--- src/rtl/wb_mem_arbiter_pkg.sv ---
// Shared types, Wishbone/memory-access constants and lane-steering helpers
// for the wb_mem_arbiter block.
package wb_mem_arbiter_pkg;

  localparam logic [1:0] MEM_TYPE_BYTE  = 2'b00;
  localparam logic [1:0] MEM_TYPE_HALF  = 2'b01;
  localparam logic [1:0] MEM_TYPE_WORD  = 2'b10;
  localparam logic [2:0] WB_CTI_CLASSIC = 3'b000;
  localparam logic [1:0] WB_BTE_LINEAR  = 2'b00;

  typedef enum logic [1:0] {
    ST_IDLE = 2'd0,
    ST_BUS  = 2'd1,
    ST_DONE = 2'd2
  } arb_state_t;

  // Type 2'b11 is reserved and always reported as unaligned.
  function automatic logic is_unalign(input logic [1:0] t, input logic [1:0] ofs);
    case (t)
      MEM_TYPE_BYTE: return 1'b0;
      MEM_TYPE_HALF: return ofs[0];
      MEM_TYPE_WORD: return |ofs;
      default:       return 1'b1;
    endcase
  endfunction

  function automatic logic [3:0] lane_sel(input logic [1:0] t, input logic [1:0] ofs);
    case (t)
      MEM_TYPE_BYTE: return 4'b0001 << ofs;
      MEM_TYPE_HALF: return 4'b0011 << ofs;
      MEM_TYPE_WORD: return 4'b1111;
      default:       return 4'b0000;
    endcase
  endfunction

  function automatic logic [31:0] lane_wdata(input logic [1:0] t, input logic [31:0] d);
    case (t)
      MEM_TYPE_BYTE: return {4{d[7:0]}};
      MEM_TYPE_HALF: return {2{d[15:0]}};
      default:       return d;
    endcase
  endfunction

  function automatic logic [31:0] fmt_rdata(input logic [1:0] t, input logic ext,
                                            input logic [1:0] ofs, input logic [31:0] d);
    logic [31:0] sh;
    sh = d >> {ofs, 3'b000};
    case (t)
      MEM_TYPE_BYTE: return {{24{ext & sh[7]}}, sh[7:0]};
      MEM_TYPE_HALF: return {{16{ext & sh[15]}}, sh[15:0]};
      default:       return sh;
    endcase
  endfunction

endpackage

--- src/rtl/wb_arb_grant.sv ---
// Combinational grant picker: eligible vector (+ last-grant pointer) -> index.
// Define ARB_ROUND_ROBIN_EN for round-robin; otherwise lowest index wins.
module wb_arb_grant #(
  parameter int CH_NUM = 3,
  parameter int IDX_W  = $clog2(CH_NUM)
) (
  input  logic [CH_NUM-1:0] eligible,
`ifdef ARB_ROUND_ROBIN_EN
  input  logic [IDX_W-1:0]  ptr,
`endif
  output logic              any,
  output logic [IDX_W-1:0]  idx
);

`ifdef ARB_ROUND_ROBIN_EN
  // Search starts just after the last granted channel and wraps.
  always_comb begin
    any = 1'b0;
    idx = '0;
    for (int k = 1; k <= CH_NUM; k++) begin
      if (!any && eligible[(int'(ptr) + k) % CH_NUM]) begin
        any = 1'b1;
        idx = IDX_W'((int'(ptr) + k) % CH_NUM);
      end
    end
  end
`else
  always_comb begin
    any = 1'b0;
    idx = '0;
    for (int k = CH_NUM - 1; k >= 0; k--) begin
      if (eligible[k]) begin
        any = 1'b1;
        idx = IDX_W'(k);
      end
    end
  end
`endif

endmodule

--- src/rtl/wb_mem_arbiter.sv ---
// N-channel CPU memory request arbiter driving one Wishbone classic master.
// Define ARB_ROUND_ROBIN_EN for round-robin grant; default is fixed priority.
module wb_mem_arbiter
  import wb_mem_arbiter_pkg::*;
#(
  parameter int CH_NUM = 3
) (
  input  logic                  clk,
  input  logic                  rst,
  input  logic [CH_NUM-1:0]     req_ren,
  input  logic [CH_NUM-1:0]     req_wen,
  input  logic [32*CH_NUM-1:0]  req_addr,
  input  logic [2*CH_NUM-1:0]   req_type,
  input  logic [CH_NUM-1:0]     req_ext,
  input  logic [32*CH_NUM-1:0]  req_dout,
  input  logic [CH_NUM-1:0]     req_suspend,
  output logic [32*CH_NUM-1:0]  req_din,
  output logic [CH_NUM-1:0]     req_stall,
  output logic [CH_NUM-1:0]     req_unalign,
  output logic                  wbm_cyc_o,
  output logic                  wbm_stb_o,
  output logic                  wbm_we_o,
  output logic [29:0]           wbm_addr_o,
  output logic [2:0]            wbm_cti_o,
  output logic [1:0]            wbm_bte_o,
  output logic [3:0]            wbm_sel_o,
  output logic [31:0]           wbm_data_o,
  input  logic [31:0]           wbm_data_i,
  input  logic                  wbm_ack_i
);

  localparam int IDX_W = $clog2(CH_NUM);

  arb_state_t          state, state_nx;
  logic [CH_NUM-1:0]   eligible;
  logic                any_elig;
  logic [IDX_W-1:0]    pick_idx;
  logic [IDX_W-1:0]    grant;
  logic [29:0]         addr_q;
  logic                we_q;
  logic [3:0]          sel_q;
  logic [31:0]         wdat_q;
  logic [31:0]         din_q;
  logic [1:0]          type_q;
  logic [1:0]          ofs_q;
  logic                ext_q;
  logic [31:0]         cur_addr;
  logic [31:0]         cur_dout;
  logic [1:0]          cur_type;
  logic                cur_ext;
  logic                cur_wen;
  logic                grant_susp;
  logic                take;
  logic                capture;

  for (genvar i = 0; i < CH_NUM; i++) begin : g_ch
    assign req_unalign[i] = is_unalign(req_type[2*i +: 2], req_addr[32*i +: 2]);
    assign eligible[i]    = (req_ren[i] | req_wen[i]) & ~req_suspend[i] & ~req_unalign[i];
    assign req_stall[i]   = eligible[i] & ~(state == ST_DONE && grant == IDX_W'(i));
  end

`ifdef ARB_ROUND_ROBIN_EN
  logic [IDX_W-1:0] rr_ptr;

  always_ff @(posedge clk) begin
    if (rst)       rr_ptr <= '0;
    else if (take) rr_ptr <= pick_idx;
  end
`endif

  wb_arb_grant #(.CH_NUM(CH_NUM), .IDX_W(IDX_W)) u_grant (
    .eligible (eligible),
`ifdef ARB_ROUND_ROBIN_EN
    .ptr      (rr_ptr),
`endif
    .any      (any_elig),
    .idx      (pick_idx)
  );

  // Steer the picked channel's request and the granted channel's suspend.
  always_comb begin
    cur_addr   = '0;
    cur_dout   = '0;
    cur_type   = '0;
    cur_ext    = 1'b0;
    cur_wen    = 1'b0;
    grant_susp = 1'b0;
    for (int i = 0; i < CH_NUM; i++) begin
      if (pick_idx == IDX_W'(i)) begin
        cur_addr = req_addr[32*i +: 32];
        cur_dout = req_dout[32*i +: 32];
        cur_type = req_type[2*i +: 2];
        cur_ext  = req_ext[i];
        cur_wen  = req_wen[i];
      end
      if (grant == IDX_W'(i)) grant_susp = req_suspend[i];
    end
  end

  assign take    = (state == ST_IDLE) && any_elig;
  assign capture = (state == ST_BUS) && wbm_ack_i && !grant_susp;

  always_ff @(posedge clk) begin
    if (rst) state <= ST_IDLE;
    else     state <= state_nx;
  end

  always_comb begin
    state_nx = state;
    unique case (state)
      ST_IDLE: if (any_elig) state_nx = ST_BUS;
      ST_BUS:  if (wbm_ack_i) state_nx = grant_susp ? ST_IDLE : ST_DONE;
      ST_DONE: state_nx = ST_IDLE;
      default: state_nx = ST_IDLE;
    endcase
  end

  // Grant stage: latch the bus cycle; ack stage: latch formatted read data.
  always_ff @(posedge clk) begin
    if (rst) begin
      grant  <= '0;
      addr_q <= '0;
      we_q   <= 1'b0;
      sel_q  <= '0;
      wdat_q <= '0;
      din_q  <= '0;
    end else begin
      if (take) begin
        grant  <= pick_idx;
        addr_q <= cur_addr[31:2];
        we_q   <= cur_wen;
        sel_q  <= lane_sel(cur_type, cur_addr[1:0]);
        wdat_q <= lane_wdata(cur_type, cur_dout);
      end
      if (capture) din_q <= fmt_rdata(type_q, ext_q, ofs_q, wbm_data_i);
    end
  end

  always_ff @(posedge clk) begin
    if (take) begin
      type_q <= cur_type;
      ofs_q  <= cur_addr[1:0];
      ext_q  <= cur_ext;
    end
  end

  always_comb begin
    req_din = '0;
    for (int i = 0; i < CH_NUM; i++) begin
      if (grant == IDX_W'(i)) req_din[32*i +: 32] = din_q;
    end
  end

  assign wbm_cyc_o  = (state == ST_BUS);
  assign wbm_stb_o  = (state == ST_BUS);
  assign wbm_we_o   = we_q;
  assign wbm_addr_o = addr_q;
  assign wbm_sel_o  = sel_q;
  assign wbm_data_o = wdat_q;
  assign wbm_cti_o  = WB_CTI_CLASSIC;
  assign wbm_bte_o  = WB_BTE_LINEAR;

endmodule

--- config.mk ---
export PLATFORM = sky130hd
export DESIGN_NAME = wb_mem_arbiter
export DESIGN_NICKNAME = d
export VERILOG_FILES = /design/src/rtl/wb_mem_arbiter_pkg.sv /design/src/rtl/wb_arb_grant.sv /design/src/rtl/wb_mem_arbiter.sv
export SDC_FILE = /design/constraint.sdc
export NUM_CORES = 1
export LEC_CHECK = 0
export CAP_MARGIN = 20
export CORE_AREA = 2 2 165 167
export CTS_CLUSTER_DIAMETER = 200
export DETAILED_ROUTE_END_ITERATION = 16
export DIE_AREA = 0 0 167 169
export PLACE_DENSITY = 0.67
export SLEW_MARGIN = 30
export SYNTH_ARGS = -nofsm -noshare
export SYNTH_HDL_FRONTEND = slang
export SYNTH_SLANG_ARGS = --single-unit
--- constraint.sdc ---
create_clock -name clk -period 3.37 [get_ports clk]
set_input_delay 0.337 -clock clk [delete_from_list [all_inputs] [get_ports clk]]
set_output_delay 0.337 -clock clk [all_outputs]
set_load 0.05 [all_outputs]
**Yosys cells after proc, flatten, opt, wreduce, memory -nomap -nowiden**

Index checks and enable logic that the tools add are counted.

- Multiplexer cells: 37
- Reduce and logical (&&, ||, !) cells: 19
- Shifts and indexed selects: 3
- Bitwise gates (word level): 23
- Equal/unequal tests: 17

Operators with widths:

| operator | count |
|---|---|
| $mux W32 | 9 |
| $pmux W32 S2 | 2 |
| $shr A32 B5 Y32 | 1 |
| $mux W2 | 9 |
| $eq A2 B1 Y1 const B | 8 |
| $logic_not A2 Y1 | 8 |
| $eq A2 B2 Y1 const B | 7 |
| $mux W1 | 12 |
| $pmux W4 S3 | 1 |
| $and A1 B1 Y1 | 11 |
| $not A1 Y1 | 9 |
| $pmux W1 S3 | 3 |
| $logic_and A1 B1 Y1 | 6 |
| $reduce_or A2 Y1 | 3 |
| $pmux W2 S2 | 1 |
| $shl A1 B2 Y4 const A | 1 |
| $shl A2 B2 Y4 const A | 1 |
| $or A1 B1 Y1 | 3 |
| $ne A2 B1 Y1 const B | 1 |
| $ne A2 B2 Y1 const B | 1 |
| $reduce_and A2 Y1 | 1 |
| $logic_not A1 Y1 | 1 |

- Bits of input ports: 245
- Word-level logic and storage cells: 109
- Bits in registers: 108
- Output and inout port bits: 176

**Logic depth before layout (Yosys ltp)**

Gate-level depths: netlist of run 1.

- Word-level depth: 13
- Mapped depth: 12

**Hierarchy**

From an unflattened synthesis of run 1, not the netlist that was laid out.

- Cell total of the unflattened synthesis: 853
- Area, all modules: 6872.8 µm²

By module, submodules not included:

| module | area each (µm²) | times used | seq. area each (µm²) | cells each |
|---|---|---|---|---|
| wb_mem_arbiter | 6852.8 | 1 | 2212.1 | 850 |
| wb_arb_grant | 20.0 | 1 | 0.0 | 3 |

**Worst setup path before layout of run 1**

OpenSTA, ideal clock, no wires.

- Path kind: input to output
- From: input port req_type[2]
- To: output port req_stall[1]
- Slack: 714 ps
- Arrival time: 2319 ps
- Stages: 7
- Required time: 3033 ps
- Cell sequence: or3_1 > buf_2 > a21o_1 > buf_6 > clkbuf_1 > buf_1 > a21oi_1

- Longest elaborated chain between the ends: 5
- Elaborated cells on any way between the ends: 7

RTL lines:

| element | RTL line | RTL |
|---|---|---|
| start: declaration | wb_mem_arbiter.sv:13 | `input logic [2*CH_NUM-1:0] req_type,` |
| $eq A2 B2 Y1 (tied with other cells) | wb_mem_arbiter_pkg.sv:19 | `case (t)` |
| $pmux W1 S3 (*) | wb_mem_arbiter_pkg.sv:19 |  |
| $not A1 Y1 (*) | wb_mem_arbiter.sv:58 | `assign eligible[i] = (req_ren[i] \| req_wen[i]) & ~req_suspend[i] & ~req_unalign[i];` |
| $and A1 B1 Y1 (*) | wb_mem_arbiter.sv:58 |  |
| $and A1 B1 Y1 (*) | wb_mem_arbiter.sv:59 | `assign req_stall[i] = eligible[i] & ~(state == ST_DONE && grant == IDX_W'(i));` |
| end: declaration | wb_mem_arbiter.sv:18 | `output logic [CH_NUM-1:0] req_stall,` |

Every way passes the cells marked *; elsewhere a longest branch is shown, timed or not.

**Worst setup path in the final report of run 1**

- From: input port req_addr[64]
- To: output port req_stall[2]

- Longest elaborated chain between the ends: 5

RTL lines:

| element | RTL line | RTL |
|---|---|---|
| start: declaration | wb_mem_arbiter.sv:12 | `input logic [32*CH_NUM-1:0] req_addr,` |
| $reduce_or A2 Y1 | wb_mem_arbiter_pkg.sv:22 | `MEM_TYPE_WORD: return \|ofs;` |
| $pmux W1 S3 (*) | wb_mem_arbiter_pkg.sv:19 |  |
| $not A1 Y1 (*) | wb_mem_arbiter.sv:58 |  |
| $and A1 B1 Y1 (*) | wb_mem_arbiter.sv:58 |  |
| $and A1 B1 Y1 (*) | wb_mem_arbiter.sv:59 |  |

Marks and branches as above.

==> summary.md, run 1 <==
| Metric | Value |
|---|---|
| Die span in y | 169 um |
| Layout overhead on the synthesized area | 68.1% |
| Largest net degree at the start of global routing | 60 |
| Crit Reg-Reg Startpoint | grant[0] |
| DRT antenna net count | 0 |
| Synth area leader | dfxtp_1 |
| Clock Tree Root | clkbuf_16 |
| Synth top area share | 29.0% |
| Prevailing post-synth register cell | dfxtp_1 |
| Clock tree from TritonCTS | done |
| Die Area | between 20000 and 30000 um2 |
| Leakage Power | roughly 0.0047 uW |
| Commonest cells after routing, fill and taps aside | 407 x clkdlybuf4s50_1, 103 x dfxtp_1, 100 x nor2_1 |
| Crit path buffers/inverters | 2 |
| Number of DRC violations after detailed routing | 0 |
| Sequential-to-total area share from yosys stat | 31.1% |
| Critical-path maximum fanout | 6 |
| Count of cells resized by post-cts repair | 0 |
| Die width | 167 um |
| Slowest stage cell on the critical path | clkdlybuf4s50_1 |
| Result of the run | completed |
| H-tree depth reported by CTS | 3 |
| Total negative slack for setup checks | 0 ns |
| Skew-Pair Late Insertion Delay | 0.35 ns |
| Vias | 7972 |
| First-pass GRT wire length | approximately 44000 um |
| Logic depth of the worst path, buffers included | 5 |
| Number of cell instances on the worst register-to-register path | 7 |
| Gr ovfl total | 0 |
| Fill cell instance count of the final layout | 2592 |
| Clock skew | 0.00839 ns |
| Buffer levels on the longest clock path | 2 |
| Global placer's final weighted congestion | around 0.85 |
| Kind of capture point of the worst setup path | output port |
| Worst setup path endpoint | req_stall[2] |
| Final routed wirelength across all metal layers | between 20000 and 30000 um |
| Ports placed on the boundary | around 420 |
| Final instance count without filler cells | 1616 |
| Startpoint Class | input pin |
| RSZ-0062 raised after global routing | no |
| Drt initial violations | 437 |
| Mapped Cells | ~900 |
| Finish-stage setup viols | 0 |
| Length of the first detailed-routing pass in iterations | 5 |
| Total number of clock tree sinks | 108 |
| Final Hold Violating Endpoints | 0 |
| Arrival time of the worst setup path | 2.46 ns |
| Post-Synthesis Cell Area | just over 7000 um2 |
| Post-DR vias/cell | 4.93 |
| Crit path largest cell delay | 0.84 ns |
| Min Tclk post-route | 2.80 ns |
| Post-synthesis cell type count | 52 |
| DPL Wire Length | ~23000 um |
| Total track usage | 19.8% |
| Most common library cell in the layout ignoring fill and taps | clkdlybuf4s50_1 |
| Achievable frequency | 0.357 GHz |
| Worst vdd rail ir drop | 0.254 mV |
| # hold bufs at CTS | 0 |
| Initial core utilization | 26.8% |
| Average instance area after synthesis | about 8 um2 |
| Area contributors post-synth | dfxtp_1 29%, mux2i_1 9.4%, and2_1 8.6% |
| Number of diodes added for antenna fixing | 0 |
| Endpoint of the lowest-slack register-to-register path | din_q[16] |
| Via count of the first global-routing pass | 7679 |
| Power density over the cells | 380 nW/um2 |
| Launch point of the worst path | req_addr[64] |
| Max-slew violations | 0 |
| Critical path start-end classification | input pin to output port |
| Hold Crit Class | register to register |
| Async S/R FF share, synth | 0% |
| Clock buffer count from CTS | 9 |
| Post-synthesis sequential element count | 108 |
| Clock transition at the registers of the reported paths | 0.07 ns |
| Critical-path cell list | clkdlybuf4s50_1, a21oi_1, o21ai_0, a21oi_1, clkdlybuf4s50_1 |
| Total instance count after detailed placement | 1600 |
| Relative slew slack | 55.5% |
| Number of buffers inserted to repair setup after CTS | 0 |
| Share of cells above drive strength 1 | under 10% |
| Antenna violations before repair | 0 |
| # Max-Cap Violations | 0 |
| Slack of the worst reg-to-reg path | 0.89 ns |
| Floorplan row count | 60 |
| Number of flops mapped to enable cells by yosys | 5 |
| Port-buffer cells | 415 |
| Required time at the endpoint of the critical path | 3.03 ns |
| Yosys warns | 0 |
| Period utilisation layout | 83.1% |
| Core Footprint | 26500 um2 |
| Total Nets Final | ~1500 |
| Slew at the pin with the worst max-slew slack | 0.668 ns |
| DR WL/cell | 18.2 um |
| Largest delay contributor family on the critical path | buffers and inverters |
[sequential cells by signal, indices dropped and copies added (netlist names)]
| register | flops |
|---|---|
| ofs_q | 2 |
| state | 2 |
| type_q | 2 |
| wbm_we_o | 1 |
| wbm_sel_o | 4 |
| wbm_addr_o | 30 |
| wbm_data_o | 32 |
| din_q | 32 |
| grant | 2 |
| ext_q | 1 |
[through the flow]
| stage | total power, uW | hold slack [ns] | setup slack [ns] | util (%) | area [um2] |
|---|---|---|---|---|---|
| 6_report | 4540 | 0.454 | 0.571 | 45.0 | 11900 |
| 5_1_grt | 4760 | 0.470 | 0.399 | 45.0 | 11900 |
| 4_1_cts | 4590 | 0.457 | 0.568 | 45.0 | 11900 |
| 3_5_place_dp | 3460 | 0.446 | 0.215 | 43.9 | 11600 |
| 3_3_place_gp | 3440 | 0.441 | 0.315 | 43.9 | 11600 |
| 2_1_floorplan | 2660 | 0.478 | 0.714 | - | 7120 |
[final cells by class]
type | count | area (um2) | area share, %
Clock buffer | 13 | 262 | 2.19
Clock inverter | 3 | 45.0 | 0.377
Inverter | 23 | 86.3 | 0.723
Multi-Input combinational cell | 674 | 4440 | 37.2
Sequential cell | 108 | 2210 | 18.5
Tap cell | 341 | 427 | 3.57
Timing Repair Buffer | 454 | 4460 | 37.4
[synth_stat cells (9+ instances only)]
cell type    n
o221ai_1     9
buf_1       10
nor2b_1     11
mux2_2       9
a211o_1     39
dfxtp_1    103
nor3_1      18
nor2_1     100
mux2i_1     67
a211oi_1    42
nand2_1     67
a2bb2oi_1   16
a21oi_1     80
and2_1      98
o21ai_0     19
inv_1       21
clkbuf_1    53
buf_2       15
nand3_1     12
a31o_2      16
[per-layer routing]
layer	vias up	wire length, um	global-route usage (%)
met5	-	0	0
met4	0	496	5.25
met3	28	1850	4.16
met2	285	15000	36.2
met1	3733	12100	23.4
li1	3926	-	-
[report_power, final]
part | total (uW) | switching (uW) | internal (uW) | leakage (uW)
combinational | 1910 | 1110 | 801 | 0.00367
sequential | 1510 | 88.3 | 1420 | 0.000892
clock | 1120 | 492 | 624 | 0.000141
[kinds of logic (layout without fill, tap and decap cells)]
kind of cell / count (synthesis) / after routing / synth area share, %
AND/OR/NAND/NOR: 329 / 329 / 22.9
buffers and inverters: 113 / 493 / 7.08
other: 1 / 5 / 0.0528
AO/OA/AOI/OAI: 262 / 262 / 27.4
multiplexers: 78 / 78 / 11.4
flip-flops: 108 / 108 / 31.1
[how the worst min path moves through the flow]
| stage | start | to | slack, ns | cells past startpoint |
|---|---|---|---|---|
| 3_3_place_gp | wbm_addr_o[8] | wbm_addr_o[8] | 0.44 | 2 |
| 6_report | wbm_addr_o[24] | wbm_addr_o[24] | 0.45 | 2 |
| 2_1_floorplan | grant[0] | grant[0] | 0.48 | 2 |
| 3_5_place_dp | wbm_addr_o[13] | wbm_addr_o[13] | 0.45 | 2 |
| 4_1_cts | wbm_addr_o[13] | wbm_addr_o[13] | 0.46 | 2 |
| 5_1_grt | wbm_data_o[0] | wbm_data_o[0] | 0.47 | 2 |
[worst reg2reg max path: stages, from the launching register on]
cell and delay [ns]:
dfxtp_1 0.41, mux2_2 0.40, a2111oi_4 0.44, and2_1 0.43, o31ai_2 0.12, buf_4 0.21
a21oi_1 0.22, nor3_1 0.08
(Power assumes the default switching activity.)
==> run 2: changes to the inputs <==
--- a/config.mk
+++ b/config.mk
@@ -6,11 +6,11 @@
 export NUM_CORES = 1
 export LEC_CHECK = 0
 export CAP_MARGIN = 20
-export CORE_AREA = 2 2 165 167
+export CORE_AREA = 2 2 164 166
 export CTS_CLUSTER_DIAMETER = 200
 export DETAILED_ROUTE_END_ITERATION = 16
-export DIE_AREA = 0 0 167 169
-export PLACE_DENSITY = 0.67
+export DIE_AREA = 0 0 166 168
+export PLACE_DENSITY = 0.7
 export SLEW_MARGIN = 30
 export SYNTH_ARGS = -nofsm -noshare
 export SYNTH_HDL_FRONTEND = slang
==> constraint.sdc (replaced) <==
create_clock -name clk -period 2.4 [get_ports clk]
set_input_delay 0.24 -clock clk [delete_from_list [all_inputs] [get_ports clk]]
set_output_delay 0.24 -clock clk [all_outputs]
set_load 0.05 [all_outputs]
==> run 2 against run 1 <==
  * Utilization up 5.8 points
  * Largest power group unchanged
  * Combinational power grew 53%
  * Clock skew up 0.0025 ns
  * Hold slack lost 0.30 ns
  * Routed wire length up 4.3%
  * Sequential power is 40% higher
  * Largest cell class unchanged
==> summary.md, run 2 (synthesis results as in run 1) <==
| Metric | Value |
|---|---|
| Number of diodes added for antenna fixing | 0 (unchanged) |
| DR WL/cell | 18.4 um (was 18.2 um) |
| Buffer levels on the longest clock path | 2 (unchanged) |
| Post-route cell area | 13400 um2 (was 11900 um2) |
| Achievable frequency | roughly 0.44 GHz |
| Clock skew | 0.0109 ns (was 0.00839 ns) |
| Post-DR vias/cell | 4.96 (was 4.93) |
| Largest net degree at the start of global routing | 53 (was 60) |
| Layout overhead on the synthesized area | 88.8% (was 68.1%) |
| Final Hold Violating Endpoints | 0 (unchanged) |
| Total Nets Final | 1565 (was 1515) |
| Crit Reg-Reg Startpoint | grant[0] (unchanged) |
| Length of the first detailed-routing pass in iterations | 5 (unchanged) |
| Most common library cell in the layout ignoring fill and taps | clkdlybuf4s50_1 (unchanged) |
| Min Tclk post-route | 2.28 ns |
| Floorplan row count | 60 (unchanged) |
| Number of DRC violations after detailed routing | 0 (unchanged) |
| Hold Crit Class | input pin to register (was register to register) |
| Core Footprint | 26400 um2 (was 26500 um2) |
| Startpoint Class | input pin (unchanged) |
| Area used by multi-input combinational logic | 4460 um2 (was 4440 um2) |
| Clock buffer count from CTS | 9 (unchanged) |
| Critical-path maximum fanout | 20 (was 6) |
| Count of cells resized by post-cts repair | 0 (unchanged) |
| Share of cells above drive strength 1 | 19.8% (was 8.71%) |
| Vias | 8267 (was 7972) |
| Via count of the first global-routing pass | 8169 (was 7679) |
| Leakage Power | 0.00545 uW (was 0.00471 uW) |
| Die span in y | 168 um (was 169 um) |
| Cell area after placement | 13100 um2 (was 11600 um2) |
| Result of the run | completed (unchanged) |
| Worst Min Path Start | rst (was wbm_addr_o[24]) |
| Power density over the cells | 491 nW/um2 (was 380 nW/um2) |
| # hold bufs at CTS | 0 (unchanged) |
| First-pass GRT wire length | 46700 um (was 44000 um) |
| Max-slew violations | 0 (unchanged) |
| Commonest cells after routing, fill and taps aside | 313 x clkdlybuf4s50_1, 108 x buf_12, 103 x dfxtp_1 (was 407 x clkdlybuf4s50_1, 103 x dfxtp_1, 100 x nor2_1) |
| Critical path start-end classification | input pin to register (was input pin to output port) |
| Clock tree from TritonCTS | done (unchanged) |
| DRT antenna net count | 0 (unchanged) |
| Slew at the pin with the worst max-slew slack | 0.627 ns (was 0.668 ns) |
| Required time at the endpoint of the critical path | 2.68 ns (was 3.03 ns) |
| Finish-stage setup viols | 0 (unchanged) |
| Arrival time of the worst setup path | 2.56 ns (was 2.46 ns) |
| Final routed wirelength across all metal layers | 30700 um (was 29400 um) |
| Worst vdd rail ir drop | 0.382 mV (was 0.254 mV) |
| Kind of capture point of the worst setup path | register (was output port) |
| Register cell area after layout | 2210 um2 (unchanged) |
| Gr ovfl total | 0 (unchanged) |
| Period utilisation layout | about 95% |
| Total track usage | 21.1% (was 19.8%) |
| Initial core utilization | 27.0% (was 26.8%) |
| # Max-Cap Violations | 0 (unchanged) |
| Number of buffers inserted to repair setup after CTS | 0 (unchanged) |
| H-tree depth reported by CTS | 3 (unchanged) |
| Global placer's final weighted congestion | 0.912 (was 0.853) |
| Ports placed on the boundary | 421 (unchanged) |
| RSZ-0062 raised after global routing | no (unchanged) |
| Fill cell instance count of the final layout | 2401 (was 2592) |
| Relative slew slack | 58.1% (was 55.5%) |
| Power consumption | 6580 uW (was 4540 uW) |
| Launch point of the worst path | req_type[2] (was req_addr[64]) |
| Die Area | 27900 um2 (was 28200 um2) |
| Die width | 166 um (was 167 um) |
| Port-buffer cells | 415 (unchanged) |
| Total number of clock tree sinks | 108 (unchanged) |
| Total negative slack for setup checks | 0 ns (unchanged) |
| Drt initial violations | 475 (was 437) |
| Clock transition at the registers of the reported paths | 0.08 ns (was 0.07 ns) |
| Clock Tree Root | clkbuf_16 (unchanged) |
| Skew-Pair Late Insertion Delay | 0.35 ns (about the same) |
| Antenna violations before repair | 0 (unchanged) |
| DPL Wire Length | 24400 um (was 22900 um) |
[run 2: cell types whose count changed in the layout (fill, tap and decap cells not counted), moves of 3 or more]
cell / delta
buf_12: +105
clkdlybuf4s50_1: -94
buf_4: +39
clkbuf_1: -3
[run 2: per-layer routing]
metal / vias up / track usage, % / share of wire [%]
met5: - / 0 / 0
li1: 4021 / - / -
met3: 23 / 4.87 / 6.2
met2: 327 / 39.1 / 51
met4: 0 / 4.31 / 1.5
met1: 3896 / 24.9 / 41
[run 2: area by class of cell]
type / instances / share of cell area, %
timing repair buffer: 504 / 44.1
multi-input combinational: 674 / 33.3
sequential: 108 / 16.5
tap: 341 / 3.18
clock buffer: 9 / 1.68
inverter: 23 / 0.644
clock inverter: 7 / 0.560
[run 2: critical path, stage by stage]
cell	delay (ns)
clkdlybuf4s50_1	0.42
or3_1	0.41
buf_4	0.16
a21oi_2	0.18
buf_4	0.15
nand2_2	0.08
buf_12	0.17
buf_4	0.17
mux2i_1	0.12
a211o_1	0.30
a21oi_1	0.14
[run 2: where the power goes]
part	internal, uW	total [uW]	switching [uW]
sequential	1990	2120	128
combinational	1290	2920	1630
clock	819	1540	717
[run 2: metrics by stage]
step | std cells | utilization [%] | hold WS, ns | worst slack, ns
after floorplan | 895 | - | 0.440 | 0.0321
after global placement | 1650 | 49.7 | 0.441 | -0.240
after detailed placement | 1650 | 49.7 | 0.446 | -0.286
after CTS | 1666 | 50.8 | 0.137 | 0.0614
after global routing | 1666 | 50.9 | 0.161 | 0.0132
final | 1666 | 50.9 | 0.159 | 0.116
[run 2: path summary, 6_finish.rpt]
check	end	slack [ns]	cells past startpoint
min reg2reg	wbm_addr_o[10]	0.46	2
max reg2reg	din_q[0]	0.31	5
min	state[0]	0.16	2
max	wbm_addr_o[13]	0.12	11
